File: src/rtl/div_pkg.sv
// Shared constants for the sequential divider: default operand width and FSM encoding.
package div_pkg;
  localparam int DIV_WIDTH = 16;

  localparam logic [1:0] IDLE = 2'd0;
  localparam logic [1:0] RUN  = 2'd1;
  localparam logic [1:0] FIN  = 2'd2;
endpackage

File: src/rtl/div_step.sv
// One restoring-division step, purely combinational: shift in a dividend bit, trial-subtract.
// The compare is done one bit wider than the remainder so it can never overflow.
module div_step
  import div_pkg::*;
#(
  parameter int WIDTH = DIV_WIDTH
) (
  input  logic [WIDTH:0]   rem,
  input  logic             bit_in,
  input  logic [WIDTH-1:0] divisor,
  output logic [WIDTH:0]   rem_next,
  output logic             q_bit
);
  logic [WIDTH+1:0] shifted;

  always_comb begin
    shifted  = {rem, bit_in};
    q_bit    = (shifted >= {2'b00, divisor});
    rem_next = q_bit ? (WIDTH+1)'(shifted - {2'b00, divisor}) : shifted[WIDTH:0];
  end
endmodule

File: src/rtl/seq_div.sv
// Unsigned restoring divider, one quotient bit per clock; done WIDTH clocks after start (next clock on /0).
// start is ignored while busy; results hold until the next accepted division completes.
module seq_div
  import div_pkg::*;
#(
  parameter int WIDTH = DIV_WIDTH
) (
  input  logic             clk,
  input  logic             rst_n,
  input  logic             start,
  input  logic [WIDTH-1:0] dividend,
  input  logic [WIDTH-1:0] divisor,
  output logic             busy,
  output logic             done,
  output logic [WIDTH-1:0] quotient,
  output logic [WIDTH-1:0] remainder,
  output logic             div_by_zero
);
  localparam int CW = $clog2(WIDTH + 1);
  localparam logic [CW-1:0] LAST = CW'(WIDTH - 1);

  logic [1:0]       state;
  logic [WIDTH:0]   rem;
  logic [WIDTH-1:0] dvd;
  logic [WIDTH-1:0] dsr;
  logic [CW-1:0]    cnt;
  logic [WIDTH:0]   rem_next;
  logic             q_bit;

  // dvd doubles as the quotient: dividend bits shift out the top, quotient bits shift in the bottom
  div_step #(.WIDTH(WIDTH)) u_step (
    .rem      (rem),
    .bit_in   (dvd[WIDTH-1]),
    .divisor  (dsr),
    .rem_next (rem_next),
    .q_bit    (q_bit)
  );

  always_ff @(posedge clk or negedge rst_n) begin
    if (!rst_n) begin
      state       <= IDLE;
      rem         <= '0;
      dvd         <= '0;
      dsr         <= '0;
      cnt         <= '0;
      quotient    <= '0;
      remainder   <= '0;
      div_by_zero <= 1'b0;
    end else begin
      case (state)
        IDLE, FIN: begin
          if (start) begin
            dvd <= dividend;
            dsr <= divisor;
            rem <= '0;
            cnt <= '0;
            if (divisor == '0) begin
              state       <= FIN;
              quotient    <= '1;
              remainder   <= dividend;
              div_by_zero <= 1'b1;
            end else begin
              state <= RUN;
            end
          end else begin
            state <= IDLE;
          end
        end
        RUN: begin
          rem <= rem_next;
          dvd <= {dvd[WIDTH-2:0], q_bit};
          cnt <= cnt + 1'b1;
          if (cnt == LAST) begin
            state       <= FIN;
            quotient    <= {dvd[WIDTH-2:0], q_bit};
            remainder   <= rem_next[WIDTH-1:0];
            div_by_zero <= 1'b0;
          end
        end
        default: state <= IDLE;
      endcase
    end
  end

  assign busy = (state == RUN);
  assign done = (state == FIN);
endmodule

File: config.mk
export PLATFORM = sky130hd
export DESIGN_NAME = seq_div
export DESIGN_NICKNAME = d
export VERILOG_FILES = /design/src/rtl/div_pkg.sv /design/src/rtl/div_step.sv /design/src/rtl/seq_div.sv
export SDC_FILE = /design/constraint.sdc
export NUM_CORES = 1
export LEC_CHECK = 0
export CAP_MARGIN = 20
export CORE_AREA = 3 3 120 122
export CTS_BUF_LIST = sky130_fd_sc_hd__clkbuf_16
export DETAILED_ROUTE_END_ITERATION = 8
export DIE_AREA = 0 0 123 125
export PLACE_DENSITY_LB_ADDON = 0.12
export SLEW_MARGIN = 20
export SYNTH_ARGS = -nofsm -noshare
export SYNTH_HDL_FRONTEND = slang
export SYNTH_SLANG_ARGS = --single-unit
File: constraint.sdc
create_clock -name clk -period 2.75 [get_ports clk]
set_input_delay 0.4125 -clock clk [delete_from_list [all_inputs] [get_ports clk]]
set_output_delay 0.4125 -clock clk [all_outputs]
set_load 0.005 [all_outputs]
==> impl_metrics.prom <==
# TYPE chip_impl_metric gauge
chip_impl_info{name="status",value="completed"} 1
chip_impl_metric{name="clockPowerShare",unit="%"} 12.6
chip_impl_metric{name="grt_antenna_before_repair",unit=""} 0
chip_impl_metric{name="area.sequential",unit="mm^2"} 0.00223
chip_impl_info{name="start_kind",value="flip-flop"} 1
chip_impl_metric{name="post-route-cell-area",unit="mm^2"} 0.00601
chip_impl_metric{name="route.final.wire_length",unit="mm"} 13.0
chip_impl_metric{name="firstDrtPassIters",unit=""} 4
chip_impl_metric{name="tritoncts_num_sinks",unit=""} 89
chip_impl_info{name="rsz_0062_raised_after_global_routing",value="true"} 1
chip_impl_info{name="ys_dominant_reg_cell",value="sky130_fd_sc_hd__dfrtp_1"} 1
chip_impl_metric{name="grt_pass1_vias",unit=""} 3852
chip_impl_metric{name="critical_path_peak_fanout",unit=""} 8
chip_impl_metric{name="detail_route.wl_per_cell",unit="um"} 16.8
chip_impl_metric{name="design.portCount",unit=""} 70
chip_impl_metric{name="finalWorstPathRequiredPeriod",unit="ns"} 2.66
chip_impl_metric{name="htree_levels",unit=""} 3
chip_impl_info{name="critical_path.endpoint_type",value="flip-flop"} 1
chip_impl_metric{name="synth_sequential_area_ratio",unit="%"} 48.0
chip_impl_metric{name="timing.slew.headroom",unit="%"} 56.8
chip_impl_metric{name="rows",unit=""} 42
chip_impl_metric{name="cp.required",unit="ns"} 2.97
chip_impl_metric{name="worst-endpoint-arrival",unit="ns"} 2.88
chip_impl_metric{name="clkLatencyLatePin",unit="ns"} 0.35
chip_impl_metric{name="fin_worst_skew",unit="ns"} 0.0104
chip_impl_info{name="critical_path_cell_by_cell",value="inv_2 > ha_4 > inv_2 > fa_2 > a21o_1 > a221oi_4 > nor3_2 > nor3_2 > buf_4 > nor3_1 > a31oi_2 > a31oi_1"} 1
chip_impl_metric{name="numPortBuffers",unit=""} 69
chip_impl_metric{name="global_route_wire_length_before_repair",unit="mm"} 20.5
chip_impl_info{name="hp-class",value="primary input to asynchronous set/reset pin"} 1
chip_impl_metric{name="cts_max_path_buffers",unit=""} 2
chip_impl_metric{name="syn-instance-count",unit=""} 515
chip_impl_metric{name="total_switching_power",unit="mW"} 3.93
chip_impl_info{name="final_cell_mix",value="sky130_fd_sc_hd__dfrtp_1, sky130_fd_sc_hd__nand2_1, sky130_fd_sc_hd__clkdlybuf4s50_1, sky130_fd_sc_hd__nor2_1, sky130_fd_sc_hd__a21oi_1"} 1
chip_impl_info{name="root_buffer",value="sky130_fd_sc_hd__clkbuf_16"} 1
chip_impl_metric{name="routed_via_density",unit=""} 5.13
chip_impl_metric{name="synth_edf_count",unit=""} 0
chip_impl_metric{name="critical_path_buf_inv_count",unit=""} 3
chip_impl_info{name="cpMaxStageDelayCell",value="sky130_fd_sc_hd__dfrtp_1"} 1
chip_impl_metric{name="peakVddDrop",unit="uV"} 475
chip_impl_metric{name="fin_crit_sh",unit="%"} 96.8
chip_impl_metric{name="finalHoldViolCount",unit=""} 0
chip_impl_metric{name="drt_first_iter_violations",unit=""} 325
chip_impl_metric{name="yosys_warnings",unit=""} 0
chip_impl_metric{name="grt_remaining_overflow",unit=""} 0
chip_impl_metric{name="placement.cell_area",unit="mm^2"} 0.00560
chip_impl_metric{name="power.switching_fraction",unit="%"} 43.5
chip_impl_metric{name="crit_path_max_incr_delay",unit="ns"} 0.41
chip_impl_info{name="clock_tree_from_tritoncts",value="done"} 1
chip_impl_metric{name="final_layout_size_suffix_gt1_share",unit="%"} 13.3
chip_impl_info{name="layout.cells.most_common",value="sky130_fd_sc_hd__dfrtp_1"} 1
chip_impl_metric{name="max_cap_violations",unit=""} 0
chip_impl_metric{name="dpl.hpwl",unit="mm"} 9.56
chip_impl_metric{name="cts_made_buffers",unit=""} 9
chip_impl_metric{name="seqPwrFrac",unit="%"} 26.8
chip_impl_metric{name="synth_seq_cells",unit=""} 89
chip_impl_metric{name="core-area",unit="mm^2"} 0.0133
chip_impl_metric{name="syn2layout_area_growth",unit="%"} 29.4
chip_impl_metric{name="filler_cell_count",unit=""} 1308
chip_impl_metric{name="comb_power_share",unit="%"} 60.6
chip_impl_metric{name="drtAntennaViolNets",unit=""} 0
chip_impl_metric{name="start_util",unit="%"} 34.9
chip_impl_metric{name="fin_cells",unit=""} 771
chip_impl_info{name="critPathTopFamily",value="compound AO/OA/AOI/OAI gates"} 1
chip_impl_metric{name="worst_setup_hold_path_clk_slew",unit="ns"} 0.06
chip_impl_metric{name="multi_input_comb_area",unit="mm^2"} 0.00231
chip_impl_metric{name="die_area",unit="mm^2"} 0.0154
chip_impl_metric{name="asyncSetResetFlopFracSynth",unit="%"} 100
chip_impl_metric{name="finalSetupViolCount",unit=""} 0
chip_impl_metric{name="dr_total_vias",unit=""} 3956
chip_impl_metric{name="synth.avg_cell_area",unit="um^2"} 9.01
chip_impl_metric{name="largest_net_degree_at_the_start_of_global_routing",unit=""} 65
chip_impl_metric{name="chipWidth",unit="um"} 123
chip_impl_metric{name="leakagePower",unit="nW"} 2.54
chip_impl_metric{name="post_synthesis_cell_area",unit="mm^2"} 0.00464
chip_impl_metric{name="drc",unit=""} 0
chip_impl_metric{name="max_slew.worst_pin.slew",unit="ns"} 0.646
chip_impl_metric{name="gp_routability_congestion",unit=""} 0.783
chip_impl_metric{name="floorplan.die.height",unit="um"} 125
chip_impl_metric{name="groute.usage.overall",unit="%"} 17.3
chip_impl_info{name="timing.setup.critical_path_class",value="flip-flop to flip-flop"} 1
chip_impl_metric{name="nNetsFinal",unit=""} 644
chip_impl_metric{name="internal-power",unit="mW"} 5.10
chip_impl_metric{name="synth_nets",unit=""} 569
chip_impl_metric{name="max_freq",unit="MHz"} 376
chip_impl_metric{name="power_per_cell_area",unit="mW/mm^2"} 1500
chip_impl_metric{name="cts-hold-fix-buffers",unit=""} 0
chip_impl_metric{name="synth_cell_types",unit=""} 56
chip_impl_metric{name="post-place-cells",unit=""} 750
chip_impl_metric{name="antennaDiodeCount",unit=""} 0
chip_impl_metric{name="drv_slew",unit=""} 0
## area by class of cell
cell class | instances | area share (%)
sequential | 89 | 37.1
timing repair buffer | 93 | 14.9
clock inverter | 7 | 0.750
tap | 176 | 3.67
inverter | 22 | 1.38
clock buffer | 9 | 3.75
multi-input combinational | 375 | 38.4
## flip-flops by register name, summed over array words and instances (netlist names)
name,cells
cnt,5
div_by_zero,1
dsr,16
dvd,16
quotient,16
rem,17
remainder,16
state,2
## per-stage QoR
| stage | total power, mW | hold WS [ns] | TNS [ns] | utilization [%] | setup WS (ns) |
|---|---|---|---|---|---|
| final | 9.03 | 0.0869 | 0 | 45.2 | 0.0885 |
| after global routing | 9.83 | 0.112 | -0.0398 | 45.2 | -0.0303 |
| after CTS | 8.95 | 0.108 | 0 | 44.8 | 0.0215 |
| after detailed placement | 7.44 | 0.470 | -1.07 | 42.1 | -0.142 |
| after global placement | 7.33 | 0.464 | -0.807 | 42.1 | -0.131 |
| after floorplan | 5.78 | 0.117 | 0 | - | 0.169 |
## path summary, 6_finish.rpt
kind,depth (start not counted),start,end,slack (ns)
max,12,dvd[15]$_DFFE_PN0P_,remainder[2]$_DFFE_PN0P_,0.09
min in group clk,1,div_by_zero$_DFFE_PN0P_,div_by_zero$_DFFE_PN0P_,0.48
min reg2reg,1,div_by_zero$_DFFE_PN0P_,div_by_zero$_DFFE_PN0P_,0.48
min,1,rst_n,quotient[2]$_DFFE_PN0P_,0.09
max reg2reg,12,dvd[15]$_DFFE_PN0P_,remainder[2]$_DFFE_PN0P_,0.09
max in group asynchronous,2,rst_n,rem[6]$_DFFE_PN0P_,1.99
## timing repair
| item | CTS | global route |
|---|---|---|
| buffers inserted | 4 | 2 |
| setup endpoints to repair | 18 | 33 |
| resized for setup | 11 | 9 |
| pin swaps | 3 | 6 |
## worst reg2reg max path, cell delays in order (launching register included)
cell and delay (ns):
sky130_fd_sc_hd__dfrtp_1 0.41, sky130_fd_sc_hd__inv_2 0.09, sky130_fd_sc_hd__ha_4 0.13, sky130_fd_sc_hd__inv_2 0.03, sky130_fd_sc_hd__fa_2 0.35, sky130_fd_sc_hd__a21o_1 0.23, sky130_fd_sc_hd__a221oi_4 0.33, sky130_fd_sc_hd__nor3_2 0.09
sky130_fd_sc_hd__nor3_2 0.19, sky130_fd_sc_hd__buf_4 0.20, sky130_fd_sc_hd__nor3_1 0.07, sky130_fd_sc_hd__a31oi_2 0.28, sky130_fd_sc_hd__a31oi_1 0.13
## cells by family (layout without fill, tap and decap cells)
group | Yosys count | count (layout) | synth area share, %
multiplexers | 6 | 6 | 1.29
AND/OR/NAND/NOR | 188 | 188 | 18.1
flip-flops | 89 | 89 | 48.0
XOR/XNOR | 9 | 9 | 1.70
AO/OA/AOI/OAI | 153 | 153 | 21.2
buffers and inverters | 51 | 131 | 4.45
adder cells (fa/ha/maj) | 19 | 19 | 5.29
## per-layer routing
| metal | vias up | share of wire [%] | global-route usage, % |
|---|---|---|---|
| li1 | 1958 | - | - |
| met2 | 103 | 48 | 28.1 |
| met5 | - | 0 | 0 |
| met3 | 8 | 5.5 | 4.70 |
| met1 | 1887 | 46 | 23.1 |
| met4 | 0 | 1.0 | 3.84 |
## cell usage after synthesis (3+ instances only)
cell type	number	area, um^2
sky130_fd_sc_hd__buf_1	3	11.3
sky130_fd_sc_hd__o21a_1	4	30.0
sky130_fd_sc_hd__o21ai_1	14	70.1
sky130_fd_sc_hd__xnor2_1	5	43.8
sky130_fd_sc_hd__mux2i_1	6	60.1
sky130_fd_sc_hd__nand4_1	3	18.8
sky130_fd_sc_hd__o22ai_1	8	50.1
sky130_fd_sc_hd__o21ai_0	34	170
sky130_fd_sc_hd__dfrtp_1	89	2230
sky130_fd_sc_hd__buf_2	3	15.0
sky130_fd_sc_hd__nor3_1	9	45.0
sky130_fd_sc_hd__nand2_2	3	18.8
sky130_fd_sc_hd__nand2b_1	3	18.8
sky130_fd_sc_hd__nand2_1	78	293
sky130_fd_sc_hd__o21ai_2	3	26.3
sky130_fd_sc_hd__inv_1	21	78.8
sky130_fd_sc_hd__and3_1	5	31.3
sky130_fd_sc_hd__a211oi_1	5	37.5
sky130_fd_sc_hd__nand3_1	5	25.0
sky130_fd_sc_hd__a21oi_1	37	185
sky130_fd_sc_hd__nor2b_1	3	18.8
sky130_fd_sc_hd__a21o_1	4	30.0
sky130_fd_sc_hd__ha_1	18	225
sky130_fd_sc_hd__nor2_1	58	218
sky130_fd_sc_hd__a31oi_1	21	131
sky130_fd_sc_hd__xor2_1	4	35.0
sky130_fd_sc_hd__and2_1	4	25.0
sky130_fd_sc_hd__or3_1	6	37.5
sky130_fd_sc_hd__clkbuf_1	21	78.8
sky130_fd_sc_hd__o22ai_2	3	37.5
sky130_fd_sc_hd__nor4_1	5	31.3
## power groups by stage
stage	sequential, mW	combinational, mW	clock [mW]
finish	2.42	5.47	1.14
global route	2.51	6.08	1.24
CTS	2.42	5.36	1.17
detailed placement	2.42	5.02	0
global placement	2.42	4.91	0
floorplan	2.32	3.46	0
Note: power is estimated with default switching activity, not from simulation.
